==> src/rtl/ring_inject_pkg.sv <==
// Shared ring definitions: control word width, valid-bit index, flit type.
// Optional statistics are built when RING_INJECT_STATS_EN is defined.
`ifndef RING_CTRL_W
`define RING_CTRL_W 144
`endif

package ring_inject_pkg;
  localparam int CONTROL_W = `RING_CTRL_W;
  localparam int VALID_BIT = 143;

  typedef logic [CONTROL_W-1:0] control_t;

  function automatic logic flit_valid(control_t c);
    return c[VALID_BIT];
  endfunction
endpackage

==> src/rtl/ring_inject_stage_fifo.sv <==
// Injection FIFO: power-of-two ring buffer with registered occupancy.
// Pointers wrap naturally modulo DEPTH.
module inj_fifo
  import ring_inject_pkg::*;
#(
  parameter int DEPTH = 4,
  parameter int W     = `RING_CTRL_W,
  localparam int AW   = $clog2(DEPTH),
  localparam int CW   = AW + 1
) (
  input  logic          clk,
  input  logic          rst,
  input  logic          push,
  input  logic          pop,
  input  logic [W-1:0]  din,
  output logic [W-1:0]  dout,
  output logic          full,
  output logic          empty,
  output logic [CW-1:0] count
);

  logic [W-1:0]  mem [DEPTH];
  logic [AW-1:0] wr_ptr;
  logic [AW-1:0] rd_ptr;
  logic          do_push;
  logic          do_pop;

  assign full    = (count == CW'(DEPTH));
  assign empty   = (count == '0);
  assign do_push = push && !full;
  assign do_pop  = pop && !empty;
  assign dout    = mem[rd_ptr];

  always_ff @(posedge clk) begin
    if (do_push) mem[wr_ptr] <= din;
  end

  always_ff @(posedge clk) begin
    if (rst) begin
      wr_ptr <= '0;
      rd_ptr <= '0;
      count  <= '0;
    end else begin
      if (do_push) wr_ptr <= wr_ptr + 1'b1;
      if (do_pop)  rd_ptr <= rd_ptr + 1'b1;
      unique case ({do_push, do_pop})
        2'b10:   count <= count + 1'b1;
        2'b01:   count <= count - 1'b1;
        default: count <= count;
      endcase
    end
  end

endmodule

==> src/rtl/ring_inject_stage.sv <==
// Ring injection stage: through traffic wins, local flits fill empty slots.
// Define RING_INJECT_STATS_EN to add inj_count/blk_count statistics.
module ring_inject_stage
  import ring_inject_pkg::*;
#(
  parameter int DEPTH       = 4,
  parameter int STALL_LIMIT = 16
) (
  input  logic                   clk,
  input  logic                   rst,
  input  logic [`RING_CTRL_W-1:0] port0_ci,
  output logic [`RING_CTRL_W-1:0] port0_co,
  input  logic [`RING_CTRL_W-1:0] inj_ci,
  input  logic                   inj_valid,
  output logic                   inj_ready,
  output logic                   inj_starve
`ifdef RING_INJECT_STATS_EN
  ,
  output logic [15:0]            inj_count,
  output logic [15:0]            blk_count
`endif
);

  localparam int CW = $clog2(DEPTH) + 1;
  localparam int SW = $clog2(STALL_LIMIT + 1);
  localparam logic [SW-1:0] LIM = SW'(STALL_LIMIT);

  control_t      head;
  control_t      co_nx;
  logic          full;
  logic          empty;
  logic [CW-1:0] count;
  logic          ring_v;
  logic          pop;
  logic          push;
  logic          blocked;
  logic [SW-1:0] stall;
  logic [SW-1:0] stall_nx;

  assign ring_v    = flit_valid(port0_ci);
  assign inj_ready = (count < CW'(DEPTH));
  assign push      = inj_valid && !full;
  assign pop       = !ring_v && !empty;
  assign blocked   = ring_v && !empty;

  inj_fifo #(
    .DEPTH (DEPTH),
    .W     (CONTROL_W)
  ) u_fifo (
    .clk   (clk),
    .rst   (rst),
    .push  (push),
    .pop   (pop),
    .din   (inj_ci),
    .dout  (head),
    .full  (full),
    .empty (empty),
    .count (count)
  );

  always_comb begin
    co_nx    = '0;
    stall_nx = '0;
    unique case (1'b1)
      ring_v: co_nx = port0_ci;
      pop:    co_nx = head;
      default: co_nx = '0;
    endcase
    if (blocked) stall_nx = (stall == LIM) ? stall : stall + 1'b1;
  end

  always_ff @(posedge clk) begin
    if (rst) begin
      port0_co   <= '0;
      stall      <= '0;
      inj_starve <= 1'b0;
    end else begin
      port0_co   <= co_nx;
      stall      <= stall_nx;
      inj_starve <= (stall_nx == LIM);
    end
  end

`ifdef RING_INJECT_STATS_EN
  always_ff @(posedge clk) begin
    if (rst) begin
      inj_count <= '0;
      blk_count <= '0;
    end else begin
      if (pop && inj_count != 16'hFFFF)     inj_count <= inj_count + 1'b1;
      if (blocked && blk_count != 16'hFFFF) blk_count <= blk_count + 1'b1;
    end
  end
`endif

endmodule
==> config.mk <==
export PLATFORM = sky130hd
export DESIGN_NAME = ring_inject_stage
export DESIGN_NICKNAME = d
export VERILOG_FILES = /design/src/rtl/ring_inject_pkg.sv /design/src/rtl/ring_inject_stage_fifo.sv /design/src/rtl/ring_inject_stage.sv
export SDC_FILE = /design/constraint.sdc
export NUM_CORES = 1
export LEC_CHECK = 0
export ABC_AREA = 0
export BUFFER_PORTS_ARGS = -buffer_cell sky130_fd_sc_hd__buf_2
export CAP_MARGIN = 40
export CORE_MARGIN = 1
export CORE_UTILIZATION = 56
export DETAILED_ROUTE_END_ITERATION = 16
export HOLD_SLACK_MARGIN = 0.08
export PLACE_DENSITY = 0.76
export SYNTH_ARGS = -nofsm -noshare
export SYNTH_HDL_FRONTEND = slang
export SYNTH_SLANG_ARGS = --single-unit
==> constraint.sdc <==
create_clock -name clk -period 5.03 [get_ports clk]
set_clock_uncertainty 0.1 [all_clocks]
set_input_delay 0.503 -clock clk [delete_from_list [all_inputs] [get_ports clk]]
set_output_delay 0.503 -clock clk [all_outputs]
set_load 0.05 [all_outputs]
**Yosys cells after proc, flatten, opt, wreduce, memory -nomap -nowiden**

Memories as Yosys holds them, arrays and structs flattened. A register that Yosys moved wholly into a read port is not among the register bits.
Index checks and enable logic that the tools add are counted.

- Register bits: 157
- Bits in writable memories: 576
- Input port bits: 291
- Word-level logic and storage cells: 36
- Memories kept: 1

Memories:

| name | depth | width | rd ports | clocked after memory_dff | write ports | line | text |
|---|---|---|---|---|---|---|---|
| u_fifo.mem | 4 | 144 | 1 | 1 | 1 | ring_inject_stage_fifo.sv:22 | `logic [W-1:0] mem [DEPTH];` |

- $add $sub $neg: 5
- Magnitude comparators: 1
- Equal/unequal tests: 5
- Muxes and demuxes: 8
- Reduce and logical (&&, ||, !) cells: 10

Operator list:

| cell | count |
|---|---|
| 144-bit one-hot mux with 2 select lines | 1 |
| 5-bit == test (second input constant) | 2 |
| 5-bit 2-to-1 mux | 2 |
| 3-bit one-hot mux with 2 select lines | 1 |
| 5-bit by 1-bit adder with 5-bit output (second input constant) | 1 |
| 1-bit logical AND | 5 |
| 2-bit by 1-bit adder with 2-bit output (second input constant) | 2 |
| 2-bit 2-to-1 mux | 2 |
| 3-bit by 1-bit adder with 3-bit output (second input constant) | 1 |
| 3-bit == test (second input constant) | 1 |
| 1-bit logical NOT | 3 |
| 3-bit logical NOT | 1 |
| 3-bit < comparator (second input constant) | 1 |
| 3-bit by 1-bit subtractor with 3-bit output (second input constant) | 1 |
| 2-bit by 1-bit == test with 1-bit output (second input constant) | 1 |
| 2-bit == test (second input constant) | 1 |
| 1-bit 2-to-1 mux | 2 |
| 2-bit nonzero test | 1 |

**Depth between registers and ports, before layout**

- Depth in word-level cells: 6
- Mapped depth: 9
- Gate-level depth less buffers: 9

**By module**

From an unflattened synthesis, not the netlist that was laid out.

- Cell total of the unflattened synthesis: 1322
- Area total of the unflattened synthesis: 26309.0 um^2

Modules (own cells, without submodules):

| module | times used | cells each | area an instance (um^2) | seq. area each (um^2) |
|---|---|---|---|---|
| inj_fifo | 1 | 806 | 21214.1 | 17476.8 |
| ring_inject_stage | 1 | 516 | 5094.9 | 3002.9 |

**Least setup slack after synthesis**

Ideal clock, no wire load.

- Kind: reg-to-reg
- From: reg u_fifo.count[2]
- To: mem u_fifo.mem[0][0] (netlist name), enable pin
- Library setup time: 0.521 ns
- Arrival: 4.318 ns
- Required time: 4.409 ns
- Path slack: 0.091 ns
- Cell stages (with the launch flop): 4
- Cells stage by stage: dfxtp_1 inv_1 o31a_1 and2_1

- Longest elaborated chain between the ends: 6

RTL lines:

| what | line | text |
|---|---|---|
| start, declared | ring_inject_stage_fifo.sv:19 | `output logic [CW-1:0] count` |
| start signal, assigned | ring_inject_stage_fifo.sv:47 | `2'b10: count <= count + 1'b1;` |
| start signal, assigned | ring_inject_stage_fifo.sv:48 | `2'b01: count <= count - 1'b1;` |
| start signal, assigned | ring_inject_stage_fifo.sv:49 | `default: count <= count;` |
| 3-bit == test (*) | ring_inject_stage_fifo.sv:28 | `assign full = (count == CW'(DEPTH));` |
| 1-bit logical NOT (*) | ring_inject_stage_fifo.sv:30, ring_inject_stage.sv:42 |  |
| 1-bit logical AND | ring_inject_stage.sv:42 | `assign push = inj_valid && !full;` |
| 1-bit logical AND (*) | ring_inject_stage_fifo.sv:30 | `assign do_push = push && !full;` |
| 1-bit 2-to-1 mux (*) | ring_inject_stage_fifo.sv:35 | `if (do_push) mem[wr_ptr] <= din;` |
| 1-bit 2-to-1 mux (implied by the code) (*) | ring_inject_stage_fifo.sv:35 |  |
| end, declared | ring_inject_stage_fifo.sv:22 |  |

Mark *: on every way between the ends. The rest lies on a longest branch, timed or not.

**Worst setup path in the final report**

- From: reg u_fifo.count[2]
- To: mem u_fifo.mem[1][143] (netlist name), enable pin

The elaborated chain is that of the path after synthesis.

==> summary.txt <==
Status -> finished clean
Number of synthesized flops with an enable pin -> 576
Min-delay src -> port0_ci[6]
Ports -> 437
CTS Buf Count -> 73
Buffers on Ports -> 436
Hold Path Depth -> 2
FF+latch count, synth -> 735
Part of the power in combinational logic -> 0.224
Core Area -> 45400 sq um
CTS tree -> done
Die X -> 217 microns
Final Hold Violating Endpoints -> 0
Final Cycle Share -> 0.517
Post-synthesis adder-cell area fraction -> 0.00417
LEAKAGE -> 12.3 nW
Share of cells above drive strength 1 -> 0.362
Final WL -> 61.4 mm
Final instance area -> 33800 sq um
Asr flop ratio synth -> 0
Worst setup path category -> flop to flop
Setup TNS -> 0 ns
Hold Path Class -> primary input to flop
Crit path required time -> 5.15 ns
Post-DR wirelength/cell -> 23.9 microns
First-pass GRT wire length -> 91.2 mm
# setup viols final -> 0
Remaining global-route overflow -> 0
Simple-Gate Fraction of Synth Area -> 0.00728
Reg power frac -> 0.461
Reg-to-Reg End -> u_fifo.mem[1][143]
Synth cell types -> 30
Most frequent cells in the layout -> 576 x edfxtp_1, 436 x buf_2, 286 x dlygate4sd3_1
Origin of the critical flop-to-flop path -> u_fifo.count[2]
Vias -> 14.8k
Switching pwr -> 4.64 mW
Clock power share -> 0.315
Area after DPL -> 28600 sq um
PwrDens -> 487 nW/um^2
Post-CTS sizing -> 0
Crit path DAT -> 2.72 ns
Seq/Total Area, Yosys -> 0.795
Die Y -> 217 microns
Post-synthesis compound-gate area fraction -> 0.0500
Syn Inst Count -> 1155
Full die area -> 46900 sq um
Area Growth Syn to Fin -> 31.0%
XOR/XNOR Fraction of Synth Area -> 0.00272
CTS clk-pin slew, worst paths -> 0.06 ns
Final worst slack -> 2.43 ns
CTS sink cnt -> 735
Vias in the first global route -> 15.5k
Largest family of logic cells by synthesized area -> multiplexers
Post-route minimum period -> 2.60 ns
Worst-path fanout max -> 72
Mapped Nets -> 1454
H-tree depth -> 3
VDD IR max -> 0.448 mV
Fin cells -> 2572
Avg Inst Size Synth -> 22.3 sq um
Vias per inst -> 5.74
Crit. End Element -> flop
Pre-antenna DRT Iters -> 5
Unrepaired setup endpoints after global routing -> false
Multiplexer share of the synthesized area -> 0.127
# rows -> 78
Initial antenna violation count -> 12
P_int -> 11.8 mW
YS warnings -> 0
Fin. max-slew vios -> 0
Hpwl dp -> 32.2 mm
Global placer's final weighted congestion -> 0.765
Hold endpoint -> port0_co[6]
Clock Latency Late Sink -> 0.60 ns
Placed cell count -> 2145
Largest net degree at the start of global routing -> 83
ANT nets after route -> 0
DRC -> 0
Commonest non-fill, non-tap cell in the layout -> edfxtp_1
Slew HR -> 0.368
Final net count -> 2205
R2R cell count -> 4
FF-to-FF setup slack -> 2.43 ns
Startpoint types -> flop
# Post-CTS Setup Buffers -> 0
Max cap viols -> 0
Max Fclk -> 385 MHz
Switch share -> 0.282
Starting density of the core -> 0.568
Hold Buf Count CTS -> 286
All-Layer GR Usage -> 0.265
Max Buffers Root-to-Sink -> 3
Root Buffer -> clkbuf_16
Starting DRT DRC Count -> 1246
Post-place setup slack -> 2.23 ns
Post-Syn Area -> 25800 sq um
Slew @ Worst Pin -> 0.948 ns
Main synth FF type -> edfxtp_1
Yosys cell counts (7+ instances only):
master / n / area (sq um)
edfxtp_1: 576 / 17300
dfxtp_1: 159 / 3180
mux4_2: 144 / 3240
a22o_1: 143 / 1250
buf_2: 33 / 165
clkbuf_1: 23 / 86.3
nor2_1: 17 / 63.8
inv_1: 10 / 37.5
buf_6: 8 / 90.1
ha_1: 7 / 87.6
cell type report:
type                       instances  area, sq um
clock inverter                    18          103
fill                            2442        11600
timing repair buffer             740         5260
inverter                          10         37.5
multi-input combinational        346         4930
clock buffer                     114         2180
antenna                            9         22.5
sequential                       735        20500
tap                              600          751
worst max-delay path, stage by stage, from the launching register on:
cell,delay [ns]
dfxtp_1,0.34
inv_1,0.09
o31a_1,0.34
and2_4,0.75
buf_12,0.40
registers in the layout (all words and copies together) (netlist names), named ones only:
| signal | cells |
|---|---|
| u_fifo.count | 3 |
| stall | 5 |
| u_fifo.mem | 576 |
| u_fifo.rd_ptr | 2 |
| port0_co | 144 |
| inj_starve | 1 |
| u_fifo.wr_ptr | 2 |
metal layers:
| layer | vias up | GRT usage | part of all wire |
|---|---|---|---|
| met4 | 8 | 0.0864 | 0.029 |
| met1 | 7528 | 0.334 | 0.38 |
| met2 | 771 | 0.454 | 0.52 |
| li1 | 6327 | - | - |
| met5 | - | 0 | 0.00075 |
| met3 | 122 | 0.0630 | 0.075 |
metrics by stage:
| step | utilization | total power, mW | hold WS [ns] |
|---|---|---|---|
| 2_1_floorplan | - | 10.3 | 0.382 |
| 3_3_place_gp | 0.630 | 11.1 | 0.404 |
| 4_1_cts | 0.744 | 16.4 | 0.0811 |
| 5_1_grt | 0.744 | 17.0 | 0.104 |
| 3_5_place_dp | 0.630 | 11.2 | 0.408 |
| 6_report | 0.744 | 16.4 | 0.113 |
power by group through the flow:
stage	registers, mW	clock network (mW)	logic, mW
after floorplan	8.40	0	1.88
after global placement	7.63	0	3.46
after detailed placement	7.68	0	3.50
after CTS	7.56	5.20	3.69
after global routing	7.63	5.49	3.88
final	7.58	5.17	3.68
worst max-delay path by stage:
stage / from / to / slack [ns]
floorplan: u_fifo.count[2] / u_fifo.mem[0][0] / 0.09
global placement: inj_valid / u_fifo.mem[1][106] / 2.35
detailed placement: rst / inj_starve / 2.23
CTS: u_fifo.count[2] / u_fifo.mem[1][128] / 2.47
global route: u_fifo.count[0] / u_fifo.mem[1][143] / 2.34
finish: u_fifo.count[2] / u_fifo.mem[1][143] / 2.43
cell families after synthesis:
logic type | Yosys count
compound gates | 149
simple gates | 35
flops | 735
fa+ha+maj | 8
xor+xnor | 8
buf+inv | 74
mux | 146
(Power assumes the default switching activity.)
